===== src/rtl/light_decoder_if.sv =====
// Bundle between an RGB light bus monitor and the light_decoder.
// The master drives the 24-bit light bus; the slave returns the locked colour and status.
interface light_decoder_if #(
  parameter int COUNT_WIDTH = 8
);
  logic [23:0]            light;
  logic [2:0]             colour;
  logic                   valid;
  logic                   white;
  logic                   err;
  logic                   change;
  logic [COUNT_WIDTH-1:0] change_count;
  logic                   dbg_locked;

  // No ready path: light is sampled unconditionally on every edge. valid qualifies
  // colour and white. change is a one-cycle pulse and must be observed every cycle.
  modport master (
    output light,
    input  colour, valid, white, err, change, change_count, dbg_locked
  );

  modport slave (
    input  light,
    output colour, valid, white, err, change, change_count, dbg_locked
  );
endinterface


===== src/rtl/light_decoder.sv =====
// Recovers the 3-bit colour code from a registered RGB bus once it has been stable.
// Optional macro LIGHT_DECODER_TOLERANT_EN: each byte decodes by its MSB and no sample is illegal.
module light_decoder #(
  parameter int STABLE_CYCLES = 4,
  parameter int COUNT_WIDTH   = 8
) (
  input  logic            clk,
  input  logic            rst,
  light_decoder_if.slave  bus
);

  typedef enum logic {SEARCH = 1'b0, LOCKED = 1'b1} state_e;

  localparam logic [7:0] STABLE_C = 8'(STABLE_CYCLES);

  logic [23:0]            light_q;
  logic                   smp_vld_q;
  logic [2:0]             cand_q, cand_d;
  logic [7:0]             cnt_q, cnt_d;
  state_e                 state_q, state_d;
  logic [2:0]             colour_q, colour_d;
  logic                   valid_q, valid_d;
  logic                   white_q, white_d;
  logic                   err_q, err_d;
  logic                   change_q, change_d;
  logic [COUNT_WIDTH-1:0] count_q, count_d;
  logic [2:0]             prev_q, prev_d;
  logic                   prev_vld_q, prev_vld_d;

  logic                   legal;
  logic [2:0]             code;

  always_comb begin
    code = {light_q[23], light_q[15], light_q[7]};
`ifdef LIGHT_DECODER_TOLERANT_EN
    legal = 1'b1;
`else
    legal = ((light_q[23:16] == 8'h00) || (light_q[23:16] == 8'hFF)) &&
            ((light_q[15:8]  == 8'h00) || (light_q[15:8]  == 8'hFF)) &&
            ((light_q[7:0]   == 8'h00) || (light_q[7:0]   == 8'hFF));
`endif
  end

  // smp_vld_q keeps the reset-cleared light_q from counting as a real sample.
  always_comb begin
    cand_d = cand_q;
    cnt_d  = cnt_q;
    err_d  = 1'b0;
    if (smp_vld_q) begin
      if (!legal) begin
        cnt_d = 8'd0;
        err_d = 1'b1;
      end else if ((code == cand_q) && (cnt_q != 8'd0)) begin
        cnt_d = (cnt_q < STABLE_C) ? cnt_q + 8'd1 : cnt_q;
      end else begin
        cand_d = code;
        cnt_d  = 8'd1;
      end
    end
  end

  always_comb begin
    state_d    = state_q;
    colour_d   = colour_q;
    valid_d    = valid_q;
    white_d    = white_q;
    change_d   = 1'b0;
    count_d    = count_q;
    prev_d     = prev_q;
    prev_vld_d = prev_vld_q;
    unique case (state_q)
      SEARCH: begin
        if (smp_vld_q && legal && (cnt_d == STABLE_C)) begin
          state_d    = LOCKED;
          valid_d    = 1'b1;
          colour_d   = cand_d;
          white_d    = (cand_d == 3'b111);
          prev_d     = cand_d;
          prev_vld_d = 1'b1;
          if (prev_vld_q && (prev_q != cand_d)) begin
            change_d = 1'b1;
            count_d  = count_q + 1'b1;
          end
        end
      end
      LOCKED: begin
        if (smp_vld_q && (!legal || (code != colour_q))) begin
          state_d = SEARCH;
          valid_d = 1'b0;
          white_d = 1'b0;
        end
      end
      default: state_d = SEARCH;
    endcase
  end

  always_ff @(posedge clk) begin
    if (rst) begin
      light_q    <= 24'h000000;
      smp_vld_q  <= 1'b0;
      cand_q     <= 3'b000;
      cnt_q      <= 8'd0;
      state_q    <= SEARCH;
      colour_q   <= 3'b000;
      valid_q    <= 1'b0;
      white_q    <= 1'b0;
      err_q      <= 1'b0;
      change_q   <= 1'b0;
      count_q    <= '0;
      prev_q     <= 3'b000;
      prev_vld_q <= 1'b0;
    end else begin
      light_q    <= bus.light;
      smp_vld_q  <= 1'b1;
      cand_q     <= cand_d;
      cnt_q      <= cnt_d;
      state_q    <= state_d;
      colour_q   <= colour_d;
      valid_q    <= valid_d;
      white_q    <= white_d;
      err_q      <= err_d;
      change_q   <= change_d;
      count_q    <= count_d;
      prev_q     <= prev_d;
      prev_vld_q <= prev_vld_d;
    end
  end

  assign bus.colour       = colour_q;
  assign bus.valid        = valid_q;
  assign bus.white        = white_q;
  assign bus.err          = err_q;
  assign bus.change       = change_q;
  assign bus.change_count = count_q;
  assign bus.dbg_locked   = (state_q == LOCKED);

endmodule


===== src/flat_wrapper.sv =====
// flat-port wrapper written by rule: the top's interface ports become plain ports
module light_decoder_flat 
#(
  parameter int STABLE_CYCLES = 4,
  parameter int COUNT_WIDTH   = 8
)
  (clk, rst, bus_light, bus_colour, bus_valid, bus_white, bus_err, bus_change, bus_change_count, bus_dbg_locked);
  light_decoder_if #(.COUNT_WIDTH(COUNT_WIDTH)) bus_i ();
  input  logic clk;
  input  logic rst;
  input wire logic [$bits(bus_i.light)-1:0] bus_light;
  output wire logic [$bits(bus_i.colour)-1:0] bus_colour;
  output wire logic [$bits(bus_i.valid)-1:0] bus_valid;
  output wire logic [$bits(bus_i.white)-1:0] bus_white;
  output wire logic [$bits(bus_i.err)-1:0] bus_err;
  output wire logic [$bits(bus_i.change)-1:0] bus_change;
  output wire logic [$bits(bus_i.change_count)-1:0] bus_change_count;
  output wire logic [$bits(bus_i.dbg_locked)-1:0] bus_dbg_locked;
  assign bus_i.light = bus_light;
  assign bus_colour = bus_i.colour;
  assign bus_valid = bus_i.valid;
  assign bus_white = bus_i.white;
  assign bus_err = bus_i.err;
  assign bus_change = bus_i.change;
  assign bus_change_count = bus_i.change_count;
  assign bus_dbg_locked = bus_i.dbg_locked;
  light_decoder #(.STABLE_CYCLES(STABLE_CYCLES), .COUNT_WIDTH(COUNT_WIDTH)) u_core (.clk(clk), .rst(rst), .bus(bus_i));
endmodule

===== config.mk =====
export PLATFORM = sky130hd
export DESIGN_NAME = light_decoder_flat
export DESIGN_NICKNAME = d
export VERILOG_FILES = /design/src/rtl/light_decoder_if.sv /design/src/rtl/light_decoder.sv /design/src/flat_wrapper.sv
export SDC_FILE = /design/constraint.sdc
export NUM_CORES = 1
export LEC_CHECK = 0
export ABC_AREA = 1
export CAP_MARGIN = 40
export CORE_MARGIN = 5
export CORE_UTILIZATION = 50
export CTS_CLUSTER_SIZE = 14
export DETAILED_ROUTE_END_ITERATION = 8
export PLACE_DENSITY = 0.75
export RECOVER_POWER = 100
export SLEW_MARGIN = 20
export SYNTH_ARGS = -nofsm -noshare
export SYNTH_HDL_FRONTEND = slang
export SYNTH_SLANG_ARGS = --single-unit

===== constraint.sdc =====
create_clock -name clk -period 5.6 [get_ports clk]
set_clock_uncertainty 0.15 [all_clocks]
set_input_delay 1.4 -clock clk [delete_from_list [all_inputs] [get_ports clk]]
set_output_delay 1.4 -clock clk [all_outputs]
set_load 0.005 [all_outputs]

==> flow_metrics.tcl, run 1 <==
set metrics [dict create \
    cts_tree "yes" \
    place_hpwl_um 3870 \
    reg2reg_from "u_core.cnt_q[0]" \
    synth.distinct_cells 28 \
    grt_pass1_wl_um 8390 \
    grt_pass1_vias 2010 \
    pwr_density_cell_mw_per_mm2 215 \
    finalNetCount 422 \
    whs_endpoint "u_core.bus.valid" \
    synth_edf_count 0 \
    avgSynthCellArea_um2 7.36 \
    rows 26 \
    slew_headroom_pct 47.0 \
    synth-seq-cells 53 \
    holdWs_ns 0.317 \
    worst_setup_path_start_kind "input port" \
    start_util_pct 50.9 \
    reg2reg_slack_ns 3.34 \
    fin_util_pct 62.4 \
    fp.dieH_um 81.7 \
    wl_um 4840 \
    async_flop_share_pct 0 \
    synth.area.top_cells "dfxtp_1 41%, nor2_1 12%, nand2_1 9.2%, inv_1 8.5%, nand3_2 5.5%" \
    yosys.area.top_type "dfxtp_1" \
    antenna_found_initial 0 \
    clkTransAtPathRegs_ns 0.09 \
    slew_violations 0 \
    setup_viol 0 \
    seq_area_frac_synth_pct 41.3 \
    num_io_pins 42 \
    synth_nets 378 \
    cp_max_fo 20 \
    ir_worst_vdd_uv 152 \
    cts_hold_buffers 0 \
    wl_per_cell_um 10.4 \
    dpl_cell_area_mm2 0.00305 \
    firstDrtPassIters 4 \
    port_buffers 41 \
    ys_warn_count 0 \
    viasPerCell 4.50 \
    hp-start "u_core.bus.valid" \
    final_common_cell "nor2_1" \
    post-route-drc-count 0 \
    place_inst 456 \
    gp_congestion 0.794 \
    end_kind "register" \
    fin_crit_sh_pct 65.8 \
    synth.cell_area_mm2 0.00257 \
    clkSinkCount 53 \
    grt_usage_pct 16.3 \
    cts_resized 0 \
    drt_iter0_drc 58 \
    reg2reg_depth 14 \
    reg2reg_to "u_core.bus.change_count[3]" \
    syn_inst 349 \
    fmax_ghz 0.272 \
    die_area_mm2 0.00667 \
    cp.arrival_ns 3.74 \
    cap_violations 0 \
    worstMarginPinSlew_ns 0.795 \
    gr-total-overflow 0 \
    rsz0062_at_grt "false" \
    min_path_cells 2 \
    grt_max_degree 21 \
    fp.dieW_um 81.7 \
    layout-drive-gt1-share_pct 15.2 \
    vias 2087 \
    tns_ns 0 \
    numCtsBuffers 5 \
    worstSetupStartpoint "rst" \
    final_cells 464 \
    netlist.area_leader.share_pct 41.3 \
    htreeDepth 2 \
    fp.coreArea_mm2 0.00504 \
    fin_area_mm2 0.00315 \
    hold_path_class "register to register" \
    clock_latency_ns 0.31 \
    diodes 0 \
    areaGrowthSynthToFinish_pct 22.6 \
    antenna_left 0 \
    post_cts_buffers 0 \
    leakage_nw 1.47 \
    cp.required_ns 5.66 \
    path_class "input port to register" \
    status "complete, no violations" \
    finalHoldViolCount 0 \
    root_buffer "clkbuf_8" \
    clockBufferDepth 2 \
    ys.flop_type "dfxtp_1" \
    fin_crit_ns 3.68 \
    most-common-layout-cells "80 x nor2_1, 63 x nand2_1, 58 x inv_1, 53 x dfxtp_1, 24 x clkdlybuf4s50_1" \
]
[layout make-up]
class	instances	area [um^2]
inverter	64	240
multi-input combinational	227	1240
sequential	53	1060
timing repair buffer	42	414
fill	457	1890
clock buffer	7	96.3
clock inverter	1	5.00
tap	70	87.6
[sequential cells by signal, summed over array words and instances (netlist names)]
name	count
u_core.bus.change	1
u_core.bus.change_count	8
u_core.bus.dbg_locked	1
u_core.bus.err	1
u_core.bus.valid	1
u_core.bus.white	1
u_core.cand_q	3
u_core.cnt_q	8
u_core.light_q	24
u_core.prev_q	3
u_core.prev_vld_q	1
u_core.smp_vld_q	1
[cell usage after synthesis, types with 4 or more instances]
cell / number
nand2_2: 8
inv_2: 6
a21oi_1: 5
clkbuf_1: 4
o21ai_1: 4
inv_1: 58
nand3_2: 14
nor2_1: 80
nand2_1: 63
nand2_4: 6
nand3_1: 14
dfxtp_1: 53
nor2_4: 7
[cell families (layout without fill, tap and decap cells)]
logic type | after synthesis | in the layout | share of synthesized area, %
and+or+nand+nor | 202 | 202 | 40.8
DFF | 53 | 53 | 41.3
xor gates and xnor gates | 3 | 3 | 1.02
adders and majority gates | 3 | 3 | 1.46
buffers and inverters | 69 | 114 | 10.2
AOI/OAI and AO/OA | 19 | 19 | 5.17
[power by group]
part | internal, W | switching, W | total [W]
logic | 0.0000264 | 0.0000257 | 0.0000521
clock network | 0.000112 | 0.000121 | 0.000233
registers | 0.000387 | 0.00000669 | 0.000393
total | 0.000525 | 0.000153 | 0.000678
[critical path: stages]
cell and delay (ns):
dlygate4sd3_1 0.98, clkbuf_1 0.67, inv_1 0.40, nand2_1 0.22, nor2_1 0.06
[worst max path at each step]
| stage | endpoint | slack [ns] | cells past startpoint |
|---|---|---|---|
| after floorplan | u_core.light_q[10] | 3.31 | 3 |
| after global placement | u_core.cnt_q[2] | 2.22 | 5 |
| after detailed placement | u_core.cnt_q[6] | 2.15 | 5 |
| after CTS | u_core.cnt_q[6] | 2.50 | 5 |
| after global routing | u_core.cnt_q[6] | 1.65 | 5 |
| final | u_core.cnt_q[6] | 1.92 | 5 |
[metal layers]
metal	vias to the layer above	track usage (%)	wire, um
met5	-	0	0
met3	8	4.17	144
met4	0	5.81	70
met1	922	19.2	2220
li1	1133	-	-
met2	24	28.7	2400
[per-stage QoR]
step	setup slack (ns)	total power, W
after global routing	1.65	0.000702
after CTS	2.50	0.000685
after floorplan	3.31	0.000431
after detailed placement	2.15	0.000456
after global placement	2.22	0.000454
final	1.92	0.000678
Power figures use the tool's default switching activity.
==> inputs of run 2 (changes only) <==
--- a/config.mk
+++ b/config.mk
@@ -8,7 +8,7 @@
 export ABC_AREA = 1
 export CAP_MARGIN = 40
 export CORE_MARGIN = 5
-export CORE_UTILIZATION = 50
+export CORE_UTILIZATION = 48
 export CTS_CLUSTER_SIZE = 14
 export DETAILED_ROUTE_END_ITERATION = 8
 export PLACE_DENSITY = 0.75
==> constraint.sdc (replaced) <==
create_clock -name clk -period 3.1 [get_ports clk]
set_clock_uncertainty 0.15 [all_clocks]
set_input_delay 0.775 -clock clk [delete_from_list [all_inputs] [get_ports clk]]
set_output_delay 0.775 -clock clk [all_outputs]
set_load 0.005 [all_outputs]
==> run 2 against run 1 <==
Net effect: clock-buffer cell count is 2 lower; sequential power up 81%; highest routed layer unchanged; cell area decreased by 1.3%; via count grew 2.3%; largest cell class unchanged; sequential share of layout area rose by 0.45 points; first-iteration DRC count increased by 48%; worst setup slack got worse by 1.3 ns; routed wire length rose by 5.0%.
==> flow_metrics.tcl, run 2 (synthesized netlist as in run 1, its figures left out) <==
set metrics [dict create \
    fp.coreArea_mm2 0.00514 \
    rows 26 \
    htreeDepth 2 \
    setup_viol 0 \
    num_io_pins 42 \
    fillers 506 \
    firstDrtPassIters 4 \
    clkSinkCount 53 \
    dp_worst_setup_slack_ns 0.922 \
    place_hpwl_um 3930 \
    drt_iter0_drc 86 \
    cp.required_ns 3.20 \
    path_cells "inv_1 -> ha_1 -> nand2_1 -> nor2_2 -> nor2_1 -> nand4_1 -> nand2_1 -> nand3_1 -> nor2_4 -> nand2_4 -> nor2_8 -> nand3_1 -> nand2_1 -> nand2_1 -> nor2_1" \
    hp-start "u_core.bus.valid" \
    ir_worst_vdd_uv 259 \
    wl_um 5080 \
    reg2reg_slack_ns 0.61 \
    end_kind "register" \
    worstMarginPinSlew_ns 0.735 \
    layout-drive-gt1-share_pct 13.7 \
    slew_violations 0 \
    start_util_pct 50.0 \
    leakage_nw 1.46 \
    grt_max_degree 39 \
    fp.dieH_um 83.1 \
    cts_hold_buffers 0 \
    cp.arrival_ns 2.59 \
    cp_max_fo 7 \
    cap_violations 0 \
    grt_usage_pct 16.2 \
    areaGrowthSynthToFinish_pct 21.0 \
    cts_resized 0 \
    tns_ns 0 \
    clockBufferDepth 2 \
    fin_crit_ns 2.49 \
    reg2reg_to "u_core.bus.change_count[4]" \
    hold_path_class "register to register" \
    fin_crit_sh_pct 80.2 \
    fmax_ghz 0.402 \
    grt_pass1_wl_um 9260 \
    cts_tree "yes" \
    cp_slowest_cell "dfxtp_1" \
    antenna_found_initial 0 \
    min_path_cells 2 \
    grt_pass1_vias 2096 \
    post-route-drc-count 0 \
    wl_per_cell_um 10.9 \
    vias 2134 \
    largest_register "u_core.light_q" \
    reg2reg_from "u_core.cnt_q[0]" \
    slew_headroom_pct 51.0 \
    crit_top_cell "nand2_1" \
    finalNetCount 422 \
    most-common-layout-cells "81 x nor2_1, 65 x nand2_1, 59 x inv_1, 53 x dfxtp_1, 24 x clkdlybuf4s50_1" \
    gr-total-overflow 0 \
    viasPerCell 4.60 \
    worst_setup_path_start_kind "register" \
    root_buffer "clkbuf_8" \
    numCtsBuffers 5 \
    reg2reg_depth 15 \
    max_stage_delay_ns 0.39 \
    post_cts_buffers 0 \
    whs_endpoint "u_core.bus.valid" \
    pwr_density_cell_mw_per_mm2 384 \
    finalHoldViolCount 0 \
    fp.dieW_um 83.1 \
    holdWs_ns 0.316 \
    clock_latency_ns 0.31 \
    gp_congestion 0.840 \
    largest_reg_flops 24 \
    antenna_left 0 \
    path_class "register to register" \
    diodes 0 \
    cp_top_family "simple AND/OR/NAND/NOR gates" \
    final_common_cell "nor2_1" \
    rsz0062_at_grt "false" \
    port_buffers 41 \
    clkTransAtPathRegs_ns 0.10 \
    status "complete, no violations" \
    die_area_mm2 0.00691 \
    crit_buf_inv 1 \
    fin_ws_ns 0.614 \
]
==> run 2: cell types whose count changed in the layout (fill, tap and decap cells not counted), moves of 2 or more <==
cell,previous run,this run
nand3_1,14,17
nand3_2,14,11
clkbuf_8,7,5
nand2_1,63,65
nand2_2,8,6
o21ai_0,5,3
o21ai_1,2,4
==> run 2: per-stage QoR <==
step                      util, %  std cells  power (W)  cell area [um^2]
after floorplan                 -        349   0.000779              2570
after detailed placement     59.3        456   0.000824              3050
final                        60.4        464    0.00119              3110
after global routing         60.4        464    0.00125              3110
after CTS                    61.0        464    0.00121              3140
after global placement       59.3        456   0.000822              3050
==> run 2: power by group <==
part           switching, W  leakage [nW]  internal, W   total, W
Sequential        0.0000119         0.434     0.000699   0.000711
Clock              0.000230        0.0439     0.000156   0.000387
Combinational     0.0000469         0.983    0.0000477  0.0000946
==> run 2: area by class of cell <==
class	instances	area (um^2)	area share (%)
clock buffer	5	68.8	2.22
clock inverter	3	17.5	0.564
inverter	64	240	7.73
multi-input combinational	227	1220	39.1
sequential	53	1060	34.2
tap	70	87.6	2.82
timing repair buffer	42	415	13.4
==> run 2: tightest hold or removal path, stage by stage (launching register included) <==
cell and delay (ns):
dfxtp_1 0.32, nand2_1 0.06, a21oi_1 0.05
==> run 2: worst max-delay path by stage <==
stage                           from                          to  slack, ns  cells after the start
floorplan            u_core.cnt_q[0]  u_core.bus.change_count[3]       1.10                     14
global placement     u_core.cnt_q[0]  u_core.bus.change_count[3]       0.94                     14
detailed placement   u_core.cnt_q[0]  u_core.bus.change_count[3]       0.92                     14
CTS                 u_core.prev_q[0]               bus_colour[0]       0.83                      1
global route         u_core.cnt_q[0]  u_core.bus.change_count[4]       0.31                     15
finish               u_core.cnt_q[0]  u_core.bus.change_count[4]       0.61                     15
==> run 2: metal layers <==
metal | wire length (um) | vias up | track usage [%]
met2 | 2480 | 27 | 27.6
met3 | 117 | 12 | 3.17
met1 | 2360 | 960 | 19.9
li1 | - | 1135 | -
met4 | 119 | 0 | 6.69
met5 | 0 | - | 0
==> inputs of run 3 (changes only) <==
--- a/config.mk
+++ b/config.mk
@@ -8,7 +8,7 @@
 export ABC_AREA = 1
 export CAP_MARGIN = 40
 export CORE_MARGIN = 5
-export CORE_UTILIZATION = 48
+export CORE_UTILIZATION = 50
 export CTS_CLUSTER_SIZE = 14
 export DETAILED_ROUTE_END_ITERATION = 8
 export PLACE_DENSITY = 0.75
==> constraint.sdc (replaced) <==
create_clock -name clk -period 2.6 [get_ports clk]
set_clock_uncertainty 0.15 [all_clocks]
set_input_delay 0.65 -clock clk [delete_from_list [all_inputs] [get_ports clk]]
set_output_delay 0.65 -clock clk [all_outputs]
set_load 0.005 [all_outputs]
==> run 3 against run 2 <==
Net effect: via count is 2.4% lower; critical path depth is 1 lower; die area is 3.5% lower; final cell count stayed put; combinational power is 19% higher.
==> flow_metrics.tcl, run 3 (synthesized netlist as in run 1, its figures left out) <==
set metrics [dict create \
    status "complete, no violations" \
    tns_ns 0 \
    pwr_density_cell_mw_per_mm2 449 \
    port_buffers 41 \
    gr-total-overflow 0 \
    slew_headroom_pct 48.2 \
    pwr-share-comb_pct 8.0 \
    firstDrtPassIters 4 \
    setup_viol 0 \
    layout-drive-gt1-share_pct 14.2 \
    final_cells 464 \
    diodes 0 \
    wl_per_cell_um 10.2 \
    place_hpwl_um 3660 \
    gp_congestion 0.817 \
    dpl_cell_area_mm2 0.00305 \
    clkTransAtPathRegs_ns 0.09 \
    finalNetCount 422 \
    max_stage_delay_ns 0.40 \
    crit_buf_inv 1 \
    fin_area_mm2 0.00312 \
    worst_setup_path_start_kind "register" \
    internal_power_w 0.00108 \
    areaGrowthSynthToFinish_pct 21.6 \
    finalHoldViolCount 0 \
    largest_register "u_core.light_q" \
    grt_pass1_vias 1970 \
    worstMarginPinSlew_ns 0.777 \
    fin_crit_sh_pct 88.6 \
    clockBufferDepth 2 \
    grt_max_degree 39 \
    most-common-layout-cells "82 x nor2_1, 64 x nand2_1, 59 x inv_1, 53 x dfxtp_1, 24 x clkdlybuf4s50_1" \
    post-route-drc-count 0 \
    root_buffer "clkbuf_8" \
    cts_hold_buffers 0 \
    path_class "register to register" \
    start_util_pct 50.9 \
    fp.dieH_um 81.7 \
    switching_share_pct 23.3 \
    vias 2082 \
    viasPerCell 4.49 \
    power.share.sequential_pct 60.4 \
    clkSinkCount 53 \
    cp.required_ns 2.65 \
    clock_latency_ns 0.30 \
    antenna_found_initial 0 \
    holdWs_ns 0.314 \
    drt_iter0_drc 99 \
    cp_top_family "simple AND/OR/NAND/NOR gates" \
    cp.arrival_ns 2.35 \
    finalPower_w 0.00140 \
    rows 26 \
    post_cts_buffers 0 \
    power.switching_w 0.000326 \
    grt_usage_pct 16.2 \
    final_common_cell "nor2_1" \
    numCtsBuffers 5 \
    cp_slowest_cell "dfxtp_1" \
    cp_max_fo 7 \
    largest_reg_flops 24 \
    cap_violations 0 \
    hold_path_class "register to register" \
    grt_pass1_wl_um 8380 \
    path_cells "inv_1 -> ha_1 -> nand2_1 -> nor2_1 -> nor2_4 -> nand4_1 -> nand2_1 -> nand3_1 -> nor2_4 -> nand2_4 -> nor2_8 -> nand2_2 -> o21ai_1 -> nor2_1" \
    cts_tree "yes" \
    antenna_left 0 \
    clkPwrFrac_pct 31.6 \
    wl_um 4750 \
    ir_worst_vdd_uv 360 \
    htreeDepth 2 \
    die_area_mm2 0.00667 \
    fp.dieW_um 81.7 \
    place_inst 456 \
    cts_resized 0 \
    rsz0062_at_grt "false" \
    fmax_ghz 0.434 \
    slew_violations 0 \
    end_kind "register" \
    fin_crit_ns 2.30 \
    num_io_pins 42 \
    leakage_nw 1.46 \
    fp.coreArea_mm2 0.00504 \
]
==> run 3: layout make-up <==
cell class | instances | area, um^2
clock inverter | 3 | 17.5
timing repair buffer | 42 | 415
sequential | 53 | 1060
fill | 457 | 1920
clock buffer | 5 | 68.8
inverter | 64 | 240
tap | 70 | 87.6
multi-input combinational | 227 | 1230
==> run 3: per-layer routing <==
layer | GRT usage (%) | share of wire [%]
met5 | 0 | 0
met4 | 4.82 | 1.3
met3 | 4.50 | 4.8
met2 | 27.2 | 48
met1 | 20.2 | 46
==> run 3: metrics by stage <==
stage | setup WS [ns] | utilization (%)
after floorplan | 0.596 | -
after global placement | 0.341 | 60.5
after detailed placement | 0.331 | 60.5
after CTS | 0.298 | 62.2
after global routing | 0.0554 | 61.9
final | 0.296 | 61.9
==> run 3: worst register-to-register path, delay by kind of cell, from the launching register on <==
family,cells,cell delay (ns)
compound gates,1,0.12
fa+ha+maj,1,0.19
flops,1,0.40
simple gates,11,1.26
buf+inv,1,0.08
==> run 3: path summary, 6_finish.rpt <==
kind	startpoint	to	slack [ns]	depth (start not counted)
setup / recovery	u_core.cnt_q[0]	u_core.bus.change_count[3]	0.30	14
setup reg to reg	u_core.cnt_q[0]	u_core.bus.change_count[3]	0.30	14
hold reg to reg	u_core.bus.valid	u_core.bus.valid	0.31	2
hold / removal	u_core.bus.valid	u_core.bus.valid	0.31	2
==> run 3: power groups by stage <==
stage | clock network [W] | registers [W] | logic, W
2_1_floorplan | 0 | 0.000863 | 0.0000657
3_3_place_gp | 0 | 0.000865 | 0.000114
3_5_place_dp | 0 | 0.000866 | 0.000116
4_1_cts | 0.000457 | 0.000846 | 0.000116
5_1_grt | 0.000494 | 0.000850 | 0.000125
6_report | 0.000443 | 0.000846 | 0.000113
